**src/rtl/pgm8755_pkg.sv**
```systemverilog
// Shared definitions for the 8755 programmer/reader: bus widths, default
// timing and the reader state encoding.
package pgm8755_pkg;

  localparam int unsigned ADDR_W = 11;
  localparam int unsigned DATA_W = 8;
  localparam int unsigned TMR_W  = 8;

  localparam int unsigned DEF_DEPTH      = 2048;
  localparam int unsigned DEF_ALE_CYCLES = 4;
  localparam int unsigned DEF_RD_CYCLES  = 25;

  typedef enum logic [3:0] {
    IDLE,
    ADDR,
    HOLD,
    READ,
    SEND,
    WAIT_BUSY,
    DRAIN,
    NEXT,
    CSUM
  } state_t;

  // The timer reaches zero after (load value + 1) cycles.
  function automatic logic [TMR_W-1:0] tmr_load(input int unsigned cycles);
    return TMR_W'(cycles - 1);
  endfunction

endpackage

```
**src/rtl/eprom_reader_bus_timer.sv**
```systemverilog
// Loadable down-counter with zero flag; times the ALE and RD bus phases.
module bus_timer
  import pgm8755_pkg::*;
(
  input  logic             clk,
  input  logic             rst,
  input  logic             load_i,
  input  logic [TMR_W-1:0] load_val_i,
  output logic             zero_o
);

  logic [TMR_W-1:0] cnt_q;

  always_ff @(posedge clk) begin
    if (rst) begin
      cnt_q <= '0;
    end else if (load_i) begin
      cnt_q <= load_val_i;
    end else if (cnt_q != '0) begin
      cnt_q <= cnt_q - TMR_W'(1);
    end
  end

  assign zero_o = (cnt_q == '0);

endmodule

```
**src/rtl/eprom_reader.sv**
```systemverilog
// 8755 EPROM dump engine: reads every location over the multiplexed AD bus
// and streams the bytes to the UART. EPROM_READER_CHECKSUM_EN appends a mod-256 sum byte.
module eprom_reader
  import pgm8755_pkg::*;
#(
  parameter int unsigned DEPTH      = DEF_DEPTH,
  parameter int unsigned ALE_CYCLES = DEF_ALE_CYCLES,
  parameter int unsigned RD_CYCLES  = DEF_RD_CYCLES
) (
  input  logic              clk,
  input  logic              rst,
  input  logic              start,
  input  logic [DATA_W-1:0] ad_in,
  input  logic              tx_busy,
  output logic [DATA_W-1:0] ad_out,
  output logic              ad_oe,
  output logic [ADDR_W-1:0] addr,
  output logic              ale,
  output logic              rd_n,
  output logic              ce,
  output logic [DATA_W-1:0] tx_data,
  output logic              new_tx_data,
  output logic              active,
  output logic              done
);

  localparam logic [ADDR_W-1:0] LAST_ADDR = ADDR_W'(DEPTH - 1);

  state_t            state_q;
  logic [ADDR_W-1:0] addr_q;
  logic [DATA_W-1:0] ad_out_q;
  logic [DATA_W-1:0] tx_data_q;
  logic              ad_oe_q;
  logic              ale_q;
  logic              rd_n_q;
  logic              new_tx_q;
  logic              active_q;
  logic              done_q;

  logic [ADDR_W-1:0] addr_inc;
  logic              dump_end;
  logic              timer_load;
  logic [TMR_W-1:0]  timer_val;
  logic              timer_zero;

`ifdef EPROM_READER_CHECKSUM_EN
  logic [DATA_W-1:0] sum_q;
  logic              csum_phase_q;
  assign dump_end = csum_phase_q;
`else
  assign dump_end = (addr_q == LAST_ADDR);
`endif

  assign addr_inc = addr_q + ADDR_W'(1);

  // Timer is loaded on the edge that enters ADDR or READ so the phase
  // lengths count from the first cycle the strobe is visible.
  always_comb begin
    timer_load = 1'b0;
    timer_val  = tmr_load(ALE_CYCLES);
    case (state_q)
      IDLE: timer_load = start;
      NEXT: timer_load = 1'b1;
      HOLD: begin
        timer_load = 1'b1;
        timer_val  = tmr_load(RD_CYCLES);
      end
      default: ;
    endcase
  end

  bus_timer u_timer (
    .clk        (clk),
    .rst        (rst),
    .load_i     (timer_load),
    .load_val_i (timer_val),
    .zero_o     (timer_zero)
  );

  always_ff @(posedge clk) begin
    if (rst) begin
      state_q   <= IDLE;
      addr_q    <= '0;
      ad_out_q  <= '0;
      tx_data_q <= '0;
      ad_oe_q   <= 1'b0;
      ale_q     <= 1'b0;
      rd_n_q    <= 1'b1;
      new_tx_q  <= 1'b0;
      active_q  <= 1'b0;
      done_q    <= 1'b0;
`ifdef EPROM_READER_CHECKSUM_EN
      sum_q        <= '0;
      csum_phase_q <= 1'b0;
`endif
    end else begin
      new_tx_q <= 1'b0;
      done_q   <= 1'b0;
      case (state_q)
        IDLE: begin
          if (start) begin
            state_q  <= ADDR;
            addr_q   <= '0;
            ad_out_q <= '0;
            ad_oe_q  <= 1'b1;
            ale_q    <= 1'b1;
            active_q <= 1'b1;
`ifdef EPROM_READER_CHECKSUM_EN
            sum_q        <= '0;
            csum_phase_q <= 1'b0;
`endif
          end
        end
        ADDR: begin
          if (timer_zero) begin
            ale_q   <= 1'b0;
            state_q <= HOLD;
          end
        end
        HOLD: begin
          ad_oe_q <= 1'b0;
          rd_n_q  <= 1'b0;
          state_q <= READ;
        end
        READ: begin
          if (timer_zero) begin
            rd_n_q    <= 1'b1;
            tx_data_q <= ad_in;
`ifdef EPROM_READER_CHECKSUM_EN
            sum_q <= sum_q + ad_in;
`endif
            state_q <= SEND;
          end
        end
        SEND: begin
          if (!tx_busy) begin
            new_tx_q <= 1'b1;
            state_q  <= WAIT_BUSY;
          end
        end
        WAIT_BUSY: begin
          if (tx_busy) state_q <= DRAIN;
        end
        DRAIN: begin
          if (!tx_busy) state_q <= NEXT;
        end
        NEXT: begin
`ifdef EPROM_READER_CHECKSUM_EN
          if (!csum_phase_q && addr_q == LAST_ADDR) begin
            state_q <= CSUM;
          end else
`endif
          if (dump_end) begin
            done_q   <= 1'b1;
            active_q <= 1'b0;
            addr_q   <= '0;
            state_q  <= IDLE;
          end else begin
            addr_q   <= addr_inc;
            ad_out_q <= addr_inc[DATA_W-1:0];
            ad_oe_q  <= 1'b1;
            ale_q    <= 1'b1;
            state_q  <= ADDR;
          end
        end
`ifdef EPROM_READER_CHECKSUM_EN
        CSUM: begin
          tx_data_q    <= sum_q;
          csum_phase_q <= 1'b1;
          state_q      <= SEND;
        end
`endif
        default: state_q <= IDLE;
      endcase
    end
  end

  assign ad_out      = ad_out_q;
  assign ad_oe       = ad_oe_q;
  assign addr        = addr_q;
  assign ale         = ale_q;
  assign rd_n        = rd_n_q;
  assign ce          = 1'b0;
  assign tx_data     = tx_data_q;
  assign new_tx_data = new_tx_q;
  assign active      = active_q;
  assign done        = done_q;

endmodule

```
**config.mk**
```make
export PLATFORM = sky130hd
export DESIGN_NAME = eprom_reader
export DESIGN_NICKNAME = d
export VERILOG_FILES = /design/src/rtl/pgm8755_pkg.sv /design/src/rtl/eprom_reader_bus_timer.sv /design/src/rtl/eprom_reader.sv
export SDC_FILE = /design/constraint.sdc
export NUM_CORES = 1
export LEC_CHECK = 0
export ABC_AREA = 1
export CORE_MARGIN = 2
export CORE_UTILIZATION = 30
export CTS_BUF_LIST = sky130_fd_sc_hd__clkbuf_16
export DETAILED_ROUTE_END_ITERATION = 10
export GPL_TIMING_DRIVEN = 0
export PLACE_DENSITY = 0.58
export SYNTH_ARGS = -nofsm -noshare
export SYNTH_HDL_FRONTEND = slang
export SYNTH_SLANG_ARGS = --single-unit
```
**constraint.sdc**
```tcl
create_clock -name clk -period 2.8 [get_ports clk]
set_input_delay 0.56 -clock clk [delete_from_list [all_inputs] [get_ports clk]]
set_output_delay 0.56 -clock clk [all_outputs]
set_load 0.01 [all_outputs]
```
* Yosys cells after proc, flatten, opt, wreduce, memory -nomap -nowiden
Cells that the tools add are included.
** Word-level totals
- Register bits :: 45
- Input port bits :: 12
- Word-level logic and storage cells :: 79
** Operators by class
- Add/sub/neg operators :: 2
- Eq/ne operators :: 16
- Muxes and demuxes :: 29
- Bitwise gates (word level) :: 2
- Reductions and logical operators :: 19
** Operators with widths (count)
- 8-bit 2-to-1 mux :: 4
- 4-bit case mux with 8 select lines :: 1
- 4-bit 2-to-1 mux :: 6
- 11-bit 2-to-1 mux :: 2
- 11-bit case mux with 2 select lines :: 1
- 4-bit by 3-bit equality test with 1-bit output (second input constant) :: 4
- 2-bit != test (second input constant) :: 8
- 8-bit case mux with 2 select lines :: 1
- 11-bit by 1-bit adder with 11-bit output (second input constant) :: 1
- 11-bit equality test (second input constant) :: 1
- 3-bit AND reduction :: 3
- 4-bit by 2-bit equality test with 1-bit output (second input constant) :: 2
- 8-bit logical NOT :: 1
- 1-bit 2-to-1 mux :: 8
- 8-bit nonzero test :: 1
- 8-bit by 1-bit subtractor with 8-bit output (second input constant) :: 1
- 1-bit case mux with 2 select lines :: 3
- 1-bit case mux with 3 select lines :: 2
- 2-bit AND reduction :: 3
- 6-bit AND reduction :: 1
- 2-bit nonzero test :: 3
- 3-bit nonzero test :: 2
- 2-bit OR reduction :: 3
- 5-bit 2-to-1 mux :: 1
- 4 further kinds :: 5

* Logic depth before layout (Yosys ltp)
Gate-level depths: netlist (run 1).
- Depth after elaboration :: 4
- Depth in mapped cells :: 10
- Depth with buffers taken out :: 10

* By module
A second synthesis (run 1) with hierarchy kept.
** Unflattened totals
- Cells, all modules :: 283
- Area total of the unflattened synthesis :: 2034.5 um^2
** By module, submodules not included
- eprom_reader :: times used 1, cells each 213, area each 1561.5 um^2, sequential area each 720.7 um^2
- bus_timer :: times used 1, cells each 70, area each 473.0 um^2, sequential area each 160.2 um^2

* Worst setup path before layout (run 1)
Ideal clock, no wire load.
- Path kind :: flip-flop to flip-flop
- Start :: register addr_q[1] (netlist: addr[1])
- End :: register ad_out_q[5] (netlist: ad_out[5])
- Setup time :: 0.132 ns
- Data arrival time :: 1.358 ns
- Data required time :: 2.668 ns
- Setup slack :: 1.310 ns
- Cell stages (with the launch flop) :: 9
- Cells stage by stage :: dfxtp_1 > ha_1 > nand3_1 > nor2_4 > nand3_1 > nand2_1 > inv_1 > nand3_1 > a21oi_1
** Between the ends
- Cells in the longest elaborated chain, start to end :: 3
- Elaborated cells on any way between the ends :: 6
- Those cells by class :: 1 x add/sub; 2 x eq/ne; 2 x mux; 1 x reduce/logical
** RTL lines
- start: declaration :: line eprom_reader.sv:30 : logic [ADDR_W-1:0] addr_q;
- start signal: assignment :: line eprom_reader.sv:159 : addr_q <= addr_inc;
- 11-bit by 1-bit adder with 11-bit output or 11-bit equality test (tied branches) :: line eprom_reader.sv:54, eprom_reader.sv:51
- 8-bit 2-to-1 mux or 2-bit != test (tied branches)
- 8-bit case mux with 2 select lines or 3-bit AND reduction (tied branches)
- end signal: assignment :: line eprom_reader.sv:160 : ad_out_q <= addr_inc[DATA_W-1:0];
- end: declaration :: line eprom_reader.sv:31 : logic [DATA_W-1:0] ad_out_q;
Several ways; a longest one is shown, not always the timed one. The select of a mux whose other input is x is not followed.
A chain may end at the register's enable or synchronous reset.

* Final worst setup path (run 1)
- Start :: input port rst
- End :: register done_q (netlist: done)
** Between the ends
- Cells in the longest elaborated chain, start to end :: 1
** RTL lines
- start: declaration :: line eprom_reader.sv:11 : input logic rst,
- 2-bit OR reduction (no source line)
- end signal: assignment :: line eprom_reader.sv:91 : done_q <= 1'b0;
- end signal: assignment :: line eprom_reader.sv:98 : done_q <= 1'b0;
- end signal: assignment :: line eprom_reader.sv:154 : done_q <= 1'b1;
- end: declaration :: line eprom_reader.sv:38 : logic done_q;
No other way between the ends.

==> results of run 1 <==
layout make-up:
class                      count  area [sq um]
inverter                      35           131
sequential                    44           881
fill                         652          3700
timing repair buffer          44           440
clock buffer                   5           125
clock inverter                 3          38.8
multi-input combinational    203           973
tap                           77          96.3
buffer                         6          33.8
stage by stage:
| step | total power [mW] | setup slack, ns | area, sq um | util [%] | cells |
|---|---|---|---|---|---|
| finish | 2.27 | 0.852 | 2720 | 42.4 | 417 |
| global route | 2.45 | 0.745 | 2720 | 42.4 | 417 |
| CTS | 2.29 | 0.838 | 2720 | 42.4 | 417 |
| detailed placement | 1.63 | 0.544 | 2560 | 39.8 | 409 |
| global placement | 1.62 | 0.539 | 2560 | 39.8 | 409 |
| floorplan | 1.40 | 1.31 | 2020 | - | 288 |
kinds of logic (layout without fill, tap and decap cells):
group / Yosys count / count (layout) / synth area share (%)
buffers and inverters: 41 / 93 / 8.18
flip-flops: 44 / 44 / 43.6
other: 1 / 1 / 0.186
XOR/XNOR: 4 / 4 / 1.73
AO/OA/AOI/OAI: 40 / 40 / 10.3
adder cells (fa/ha/maj): 3 / 3 / 1.86
AND/OR/NAND/NOR: 155 / 155 / 34.1
routing by layer:
layer  vias to the layer above  share of wire, %
met2                        35                44
met3                         5               4.5
met5                         -                 0
li1                       1020                 -
met4                         0              0.90
met1                       849                51
cell usage after synthesis, drive strengths merged:
master	instances
a21boi	1
nor3b	1
nor2	52
nand3b	2
o22ai	2
nand2	67
clkbuf	4
nand3	22
nor3	4
and3	1
ha	3
xor2	4
buf	2
conb	1
o21ai	15
inv	35
and2	1
a21oi	21
nand4	5
dfxtp	44
o31ai	1
tightest hold or removal path, delay by kind of cell (launching register included):
kind	cells	cell delay, ns
DFF	1	0.31
and+or+nand+nor	1	0.06
AOI/OAI and AO/OA	1	0.05
worst paths after layout:
path / slack (ns) / end / startpoint / depth (start not counted)
min: 0.46 / ad_out[1] / ad_out[1] / 2
max reg2reg: 1.02 / tx_data[7] / u_timer.cnt_q[0] / 8
max: 0.85 / done / rst / 4
min reg2reg: 0.46 / ad_out[1] / ad_out[1] / 2
cell usage in the layout, fill, tap and decap left out, types with 4 or more instances in the layout:
cell,synthesis,final
o21ai_0,14,14
nand4_1,4,4
a21oi_1,21,21
clkdlybuf4s50_1,0,44
nand2_1,63,63
clkbuf_1,4,4
inv_1,34,35
xor2_1,4,4
dfxtp_1,44,44
nor2_1,50,50
clkbuf_16,0,5
nand3_1,22,22
flip-flops by register name, indices dropped and copies added, names as in the netlist:
name and flops:
state_q 3, addr 11, ad_out 8, u_timer.cnt_q 8, tx_data 8, rd_n 1
done 1, ad_oe 1, active 1, new_tx_data 1, ale 1
power breakdown:
group	total, mW	switching [mW]	internal, mW	leakage (nW)
Sequential	0.794	0.0701	0.724	0.357
Clock	0.652	0.236	0.416	0.0850
Combinational	0.821	0.507	0.314	0.711
==> impl_results.md, run 1 <==
- Hold crit path type: reg2reg
- Crit path cell chain: clkdlybuf4s50_1 > clkbuf_1 > clkbuf_1 > nor2_1
- Diode count: 0
- Routed via count: 1909
- Synthesized area: 2020 sq um
- Worst vdd ir: 0.267 mV
- Highest clock rate: 513 MHz
- Netlist cell types: 29
- Residual DRC: 0
- Routability Congestion: 0.829
- Max stage delay on crit path: 0.53 ns
- Hold Buf Count CTS: 0
- Worst Path Class, Setup: in2reg
- TritonRoute pass-1 iters: 4
- GR peak layer: met2
- Delay-heaviest family, CP: buffers and inverters
- Net total in the final layout: 354
- Outcome: finished, final reports clean
- Synth top area share: 43.6%
- Slew margin rel.: 59.6%
- GR Overflow Total: 0
- Hold slack: 0.462 ns
- Final wirelength: 4880 um
- Clock tree buffer depth: 2
- Initial antenna violation count: 0
- Worst Tran Pin Value: 0.606 ns
- CP Data Required Time: 2.95 ns
- IO Pins: 46
- Finish-stage setup viols: 0
- Overall Global Routing Usage: 13.5%
- Core area: 6420 sq um
- M3 GR Usage: 3.66%
- Crit path max fanout: 10
- Slowest cell on the critical path: clkbuf_1
- Top cells by area, synth: dfxtp_1 44%, nand2_1 12%, nor2_1 9.3%, inv_1 6.3%, nand3_1 5.5%
- Post-synthesis sequential area ratio: 43.6%
- CTS tree: yes
- Placed wire-length estimate: 3530 um
- Grt met1 use: 18.9%
- Max-cap viol count: 0
- Share of cells above drive strength 1: 5.29%
- Clk_lat worst skew: 0.28 ns
- Vias per inst: 4.58
- Global-route wire length before repair: 7940 um
- RSZ-0062 raised after global routing: no
- Lkg Pwr: 1.15 nW
- Wire length per cell: 11.7 um
- Mean Syn Cell Area: 7.01 sq um
- IO Port Bufs: 44
- Critical Path AT: 2.10 ns
- Worst Path Buf+Inv: 3
- Max-slew violation count: 0
- Postcts setup bufs: 0
- Cell Pwr Density: 833 nW/um^2
- # rows: 29
- Synthesized Nets: 303
- Antenna Nets Post-Route: 0
- Dominant cell type by area after synthesis: dfxtp_1
- Vias in the first global route: 1697
- Root Driver: clkbuf_16
- First DRT Iteration DRCs: 91
- TNS Setup: 0 ns
- CTS Buf Count: 5
- Die outline height: 86.0 um
- Yosys warning count: 0
- P&R area growth vs syn: 34.7%
- H-tree lvl count: 2
- CP startpoint kind: input port
- Layout Skew: 0.00416 ns
- Initial core utilization: 31.4%
- Min cycle time layout: 1.95 ns
- Register bit total from synthesis: 44
- Clock transition at the registers of the reported paths: 0.06 ns
- Post-CTS sizing: 0
- Die width: 86.0 um
- Final Hold Vio Count: 0
- Post-route clock period utilization: 69.6%
- Cells after Synth: 288
- Maximum number of pins on one net before global-route repair: 14
- Met2 usage: 20.6%
- Critical Path End Type: flip-flop
- Cell mode on critical path: clkbuf_1
- DIE AREA: 7400 sq um
- CTS Sinks: 44
Note: power is estimated with default switching activity, not from simulation.
==> run 2: changes to the inputs <==
==> constraint.sdc (replaced) <==
create_clock -name clk -period 1.9 [get_ports clk]
set_input_delay 0.38 -clock clk [delete_from_list [all_inputs] [get_ports clk]]
set_output_delay 0.38 -clock clk [all_outputs]
set_load 0.01 [all_outputs]
==> run 2 against run 1 <==
Compared with the run above:
- worst setup slack got worse by 0.72 ns
- clock skew is essentially flat
- sequential share of layout area down 0.059 points
- via count did not move
- largest power group unchanged
- non-clock buffer count stayed put
- clock-buffer cell count unchanged
- combinational power increased by 50%
- total power is 48% higher
- hold slack about the same
- first-iteration DRC count unchanged
==> impl_results.md, run 2 (synthesized netlist as in run 1, its figures left out) <==
- Outcome: finished, final reports clean
- Finish-stage setup viols: 0
- Final worst setup slack: 0.134 ns
- Crit path max fanout: 10
- Area of the multi-input gates: 978 sq um
- Placed insts: 409
- Hold Buf Count CTS: 0
- Vias in the first global route: 1697
- Overall Global Routing Usage: 13.5%
- DP Area: 2560 sq um
- Global-route wire length before repair: 7940 um
- H-tree lvl count: 2
- Min cycle time layout: 1.77 ns
- IO Port Bufs: 44
- GR Overflow Total: 0
- Clock tree buffer depth: 2
- Clock transition at the registers of the reported paths: 0.06 ns
- P&R area growth vs syn: 34.9%
- Layout Skew: 0.00416 ns
- CP Data Required Time: 2.05 ns
- CTS tree: yes
- Final instance area: 2730 sq um
- Fillers: 651
- Net total in the final layout: 354
- Max-slew violation count: 0
- Initial antenna violation count: 0
- Delay-heaviest family, CP: buffers and inverters
- Worst Path Class, Setup: in2reg
- Cell mode on critical path: clkbuf_1
- Max FFs per register: 11
- Wire length per cell: 11.7 um
- Worst vdd ir: 0.395 mV
- Routability Congestion: 0.829
- Post-route clock period utilization: 92.9%
- Root Driver: clkbuf_16
- TritonRoute pass-1 iters: 4
- Max stage delay on crit path: 0.53 ns
- Clk_lat worst skew: 0.28 ns
- Maximum number of pins on one net before global-route repair: 14
- Vias per inst: 4.58
- Register area: 881 sq um
- # rows: 29
- Initial core utilization: 31.4%
- Critical Path End Type: flip-flop
- CTS Buf Count: 5
- Placement Setup Slack: -0.176 ns
- Diode count: 0
- Placed wire-length estimate: 3530 um
- Worst Path Buf+Inv: 3
- Die width: 86.0 um
- Cell Pwr Density: 1230 nW/um^2
- IO Pins: 46
- CP startpoint kind: input port
- CTS Sinks: 44
- Fin cells: 417
- Residual DRC: 0
- Slowest cell on the critical path: clkbuf_1
- DIE AREA: 7400 sq um
- Most frequent cells in the layout: 62 x nand2_1, 49 x nor2_1, 44 x dfxtp_1, 44 x clkdlybuf4s50_1, 35 x inv_1
- Max-cap viol count: 0
- Commonest non-fill, non-tap cell in the layout: nand2_1
- Core area: 6420 sq um
- TNS Setup: 0 ns
- Hold crit path type: reg2reg
- Share of cells above drive strength 1: 5.88%
- Routed via count: 1909
- Die outline height: 86.0 um
- Critical Path AT: 1.92 ns
- Worst Tran Pin Value: 0.605 ns
- Crit path cell chain: clkdlybuf4s50_1 > clkbuf_1 > clkbuf_1 > nor2_1
- Final wirelength: 4880 um
- Highest clock rate: 566 MHz
- RSZ-0062 raised after global routing: no
- Slew margin rel.: 59.7%
- Final Hold Vio Count: 0
- Lkg Pwr: 1.15 nW
- First DRT Iteration DRCs: 91
- Tot Pwr: 3.36 mW
- Antenna Nets Post-Route: 0
[run 2: per-layer routing]
layer  vias up  GRT usage [%]  part of all wire [%]
met5         -              0                     0
met4         0           3.46                  0.90
met3         5           3.66                   4.5
met2        35           20.6                    44
met1       850           18.9                    51
li1       1019              -                     -
[run 2: metrics by stage]
stage               hold WS [ns]  utilization [%]
finish                     0.462             42.4
global route               0.475             42.4
CTS                        0.466             42.4
detailed placement         0.456             39.8
global placement           0.455             39.8
floorplan                  0.475                -
[run 2: worst reg2reg max path, cell delays in order (launching register included)]
cell	delay, ns
dfxtp_1	0.38
ha_1	0.20
nand3_1	0.17
nor2_4	0.18
nand3_1	0.14
nand2_1	0.17
inv_1	0.15
nand3_1	0.12
a21oi_1	0.07
[run 2: what timing repair did]
item / in CTS / in global routing
endpoints found under the hold margin: 0 / 0
resized for setup: 0 / 2
setup buffers: 0 / 0
endpoints found under the setup margin: 0 / 8
[run 2: cell type report]
cell class	count	area share (%)
clock inverter	3	1.42
clock buffer	5	4.59
tap	77	3.54
buffer	6	1.24
multi-input combinational	203	35.9
timing repair buffer	44	16.2
inverter	35	4.82
sequential	44	32.3
[run 2: final timing paths]
check	start	to	slack [ns]	cells past startpoint
worst min register to register	ad_out[1]	ad_out[1]	0.46	2
worst max-delay path	rst	done	0.13	4
worst min-delay path	ad_out[1]	ad_out[1]	0.46	2
worst max register to register	addr[0]	addr[5]	0.19	8
[run 2: power by group]
part | total, mW | leakage (nW) | internal [mW] | switching, mW
registers | 1.17 | 0.357 | 1.07 | 0.103
logic | 1.23 | 0.712 | 0.468 | 0.758
clock network | 0.960 | 0.0850 | 0.613 | 0.348
total | 3.36 | 1.15 | 2.15 | 1.21
==> run 3: changes to the inputs <==
--- a/config.mk
+++ b/config.mk
@@ -14,4 +14,5 @@
 export PLACE_DENSITY = 0.58
 export SYNTH_ARGS = -nofsm -noshare
 export SYNTH_HDL_FRONTEND = slang
+export SYNTH_HIERARCHICAL = 1
 export SYNTH_SLANG_ARGS = --single-unit
==> run 3 against run 2 <==
Compared with the run above:
- final cell count is 0.72% higher
- non-clock buffer count is 1 higher
- combinational power is 6% lower
- critical path depth is 8 higher
- sequential power hardly changed
- die area is 0.71% higher
- maximum frequency is 0.97% higher
- synthesized cell count is 1.7% lower
- wire length is 2.4% lower
- clock skew is 0.00061 ns lower
- sequential cell count stayed put
- critical endpoint is now u_timer/cnt_q[1]
==> impl_results.md, run 3 <==
- Outcome: finished, final reports clean
- Lkg Pwr: 1.14 nW
- CP startpoint kind: input port
- Routed via count: 1935
- Worst Path Buf+Inv: 6
- Delay-heaviest family, CP: buffers and inverters
- Final wirelength: 4760 um
- Hold crit path type: reg2reg
- Clk_lat worst skew: 0.28 ns
- Finish-stage setup viols: 0
- Reg-to-Reg End: u_timer/cnt_q[1]
- Netlist cell types: 30
- Met2 usage: 22.3%
- RSZ-0062 raised after global routing: yes
- Most used DFF post-synth: dfxtp_1
- Cells after Synth: 283
- Placed wire-length estimate: 3470 um
- Synth top area share: 43.3%
- # rows: 30
- Mean Syn Cell Area: 7.19 sq um
- DP Area: 2590 sq um
- Hold Crit Endpoint: rd_n
- Synthesized area: 2030 sq um
- Final Hold Vio Count: 0
- IO Pins: 46
- Cell mode on critical path: inv_2
- CTS tree: yes
- Post-synthesis sequential area ratio: 43.3%
- Maximum number of pins on one net before global-route repair: 14
- Die outline height: 86.4 um
- Critical Path AT: 1.93 ns
- DIE AREA: 7460 sq um
- Worst vdd ir: 0.509 mV
- R2R Path Start: state_q[0]
- Slew margin rel.: 65.5%
- Top cells by area, synth: dfxtp_1 43%, nand2_1 13%, nor2_1 7.6%, a21oi_1 6.6%, inv_1 4.2%
- Die width: 86.4 um
- Root Driver: clkbuf_16
- Commonest non-fill, non-tap cell in the layout: nand2_1
- Initial core utilization: 30.4%
- Max-slew violation count: 0
- Initial antenna violation count: 0
- GR Overflow Total: 0
- IO Port Bufs: 44
- CTS Sinks: 44
- Crit path cell chain: clkdlybuf4s50_1 > nand3_1 > nand2_2 > inv_2 > buf_6 > nand2_1 > clkbuf_4 > inv_2 > nand2_2 > inv_2 > nor2_1 > nor2_1
- Diode count: 0
- Grt met1 use: 19.3%
- M3 GR Usage: 2.86%
- CP Data Required Time: 2.08 ns
- Hold Crit Depth: 2
- Cell Pwr Density: 1150 nW/um^2
- CTS Buf Count: 5
- P&R area growth vs syn: 34.8%
- Clock transition at the registers of the reported paths: 0.06 ns
- Worst Path Class, Setup: in2reg
- Dominant cell type by area after synthesis: dfxtp_1
- H-tree lvl count: 2
- Crit path max fanout: 10
- First DRT Iteration DRCs: 84
- Most frequent cell after synthesis: nand2_1
- Most frequent cells in the layout: 70 x nand2_1, 44 x clkdlybuf4s50_1, 43 x dfxtp_1, 40 x nor2_1, 27 x a21oi_1
- Core area: 6680 sq um
- GR peak layer: met2
- Hold wc startpoint: rd_n
- Fillers: 723
- Worst Tran Pin Value: 0.518 ns
- TritonRoute pass-1 iters: 4
- Post-synth EDFFs: 0
- Max stage delay on crit path: 0.50 ns
- Overall Global Routing Usage: 14.1%
- Hold Buf Count CTS: 0
- Post-route clock period utilization: 92.1%
- Slowest cell on the critical path: clkdlybuf4s50_1
- Global-route wire length before repair: 8470 um
- Worst r2r path cells: 13
- Min cycle time layout: 1.75 ns
- Vias per inst: 4.61
- Max-cap viol count: 0
- Final instance area: 2740 sq um
- Yosys warning count: 6
- Top cells by count, synth: 70 x nand2_1, 44 x dfxtp_1, 41 x nor2_1, 27 x a21oi_1, 23 x inv_1
- Reg2reg setup slack: 0.20 ns
- Antenna Nets Post-Route: 0
- Wire length per cell: 11.3 um
- Fraction of registers with async set or reset after synthesis: 0%
- Critical Path End Type: flip-flop
- Hold slack: 0.459 ns
- Max FFs per register: 11
- Clock tree buffer depth: 2
- Share of cells above drive strength 1: 9.71%
- Net total in the final layout: 353
- Vias in the first global route: 1843
- Highest clock rate: 572 MHz
- Residual DRC: 0
- Tot Pwr: 3.16 mW
- Routability Congestion: 0.783
- Register bit total from synthesis: 44
- Layout Skew: 0.00355 ns
[run 3: cell count changes after synthesis, sizes merged, moves of 3 or more]
cell | previous run | this run
nor2 | 52 | 46
a21oi | 21 | 27
inv | 35 | 29
xnor2 | 0 | 3
nand2 | 67 | 75
nand3 | 22 | 17
[run 3: tightest hold or removal path: cells and delay by family (launching register included)]
kind	cells	cell delay, ns
flip-flops	1	0.32
AND/OR/NAND/NOR	2	0.11
[run 3: worst max-delay path by stage]
stage	depth (start not counted)	from	endpoint	slack, ns
6_report	12	start	u_timer/cnt_q[1]	0.15
5_1_grt	11	start	u_timer/cnt_q[5]	-0.01
4_1_cts	13	state_q[0]	u_timer/cnt_q[1]	0.0002
3_5_place_dp	12	start	u_timer/cnt_q[1]	-0.18
3_3_place_gp	12	start	u_timer/cnt_q[1]	-0.16
2_1_floorplan	13	state_q[0]	u_timer/cnt_q[1]	0.26
[run 3: report_power, final]
group	internal [mW]	switching (mW)	total [mW]
clock	0.477	0.346	0.823
combinational	0.457	0.698	1.16
sequential	1.06	0.119	1.18
total	2.00	1.16	3.16
[run 3: cell families (layout without fill, tap and decap cells)]
logic type	Yosys count	count (layout)	synth area share [%]
AND/OR/NAND/NOR	151	151	34.6
AO/OA/AOI/OAI	44	44	11.0
flip-flops	44	44	43.3
buffers and inverters	35	88	7.07
XOR/XNOR	6	6	2.58
adder cells (fa/ha/maj)	2	2	1.23
other	1	5	0.184
[run 3: final cells by class]
| type | instances | area [sq um] | area share, % |
|---|---|---|---|
| Sequential cell | 44 | 882 | 32.2 |
| Inverter | 29 | 109 | 3.97 |
| Clock buffer | 5 | 125 | 4.56 |
| Timing Repair Buffer | 45 | 448 | 16.3 |
| Buffer | 6 | 37.5 | 1.37 |
| Clock inverter | 3 | 13.8 | 0.502 |
| Multi-Input combinational cell | 208 | 1030 | 37.5 |
| Tap cell | 80 | 100 | 3.65 |
[run 3: what timing repair did]
item	in CTS	in global routing
setup buffers	0	1
resized for setup	0	3
endpoints found under the setup margin	0	8
endpoints found under the hold margin	0	0
[run 3: per-layer routing]
layer	wire, um	share of wire, %
met5	0	0
met4	68	1.4
met3	174	3.7
met2	2180	46
met1	2330	49
[run 3: per-stage QoR]
step	worst slack, ns	utilization, %	TNS [ns]	cells
after floorplan	0.263	-	0	287
after global placement	-0.162	38.8	-1.54	411
after detailed placement	-0.179	38.8	-1.17	411
after CTS	0.000249	40.8	0	419
after global routing	-0.00999	41.0	-0.0153	420
final	0.151	41.0	0	420
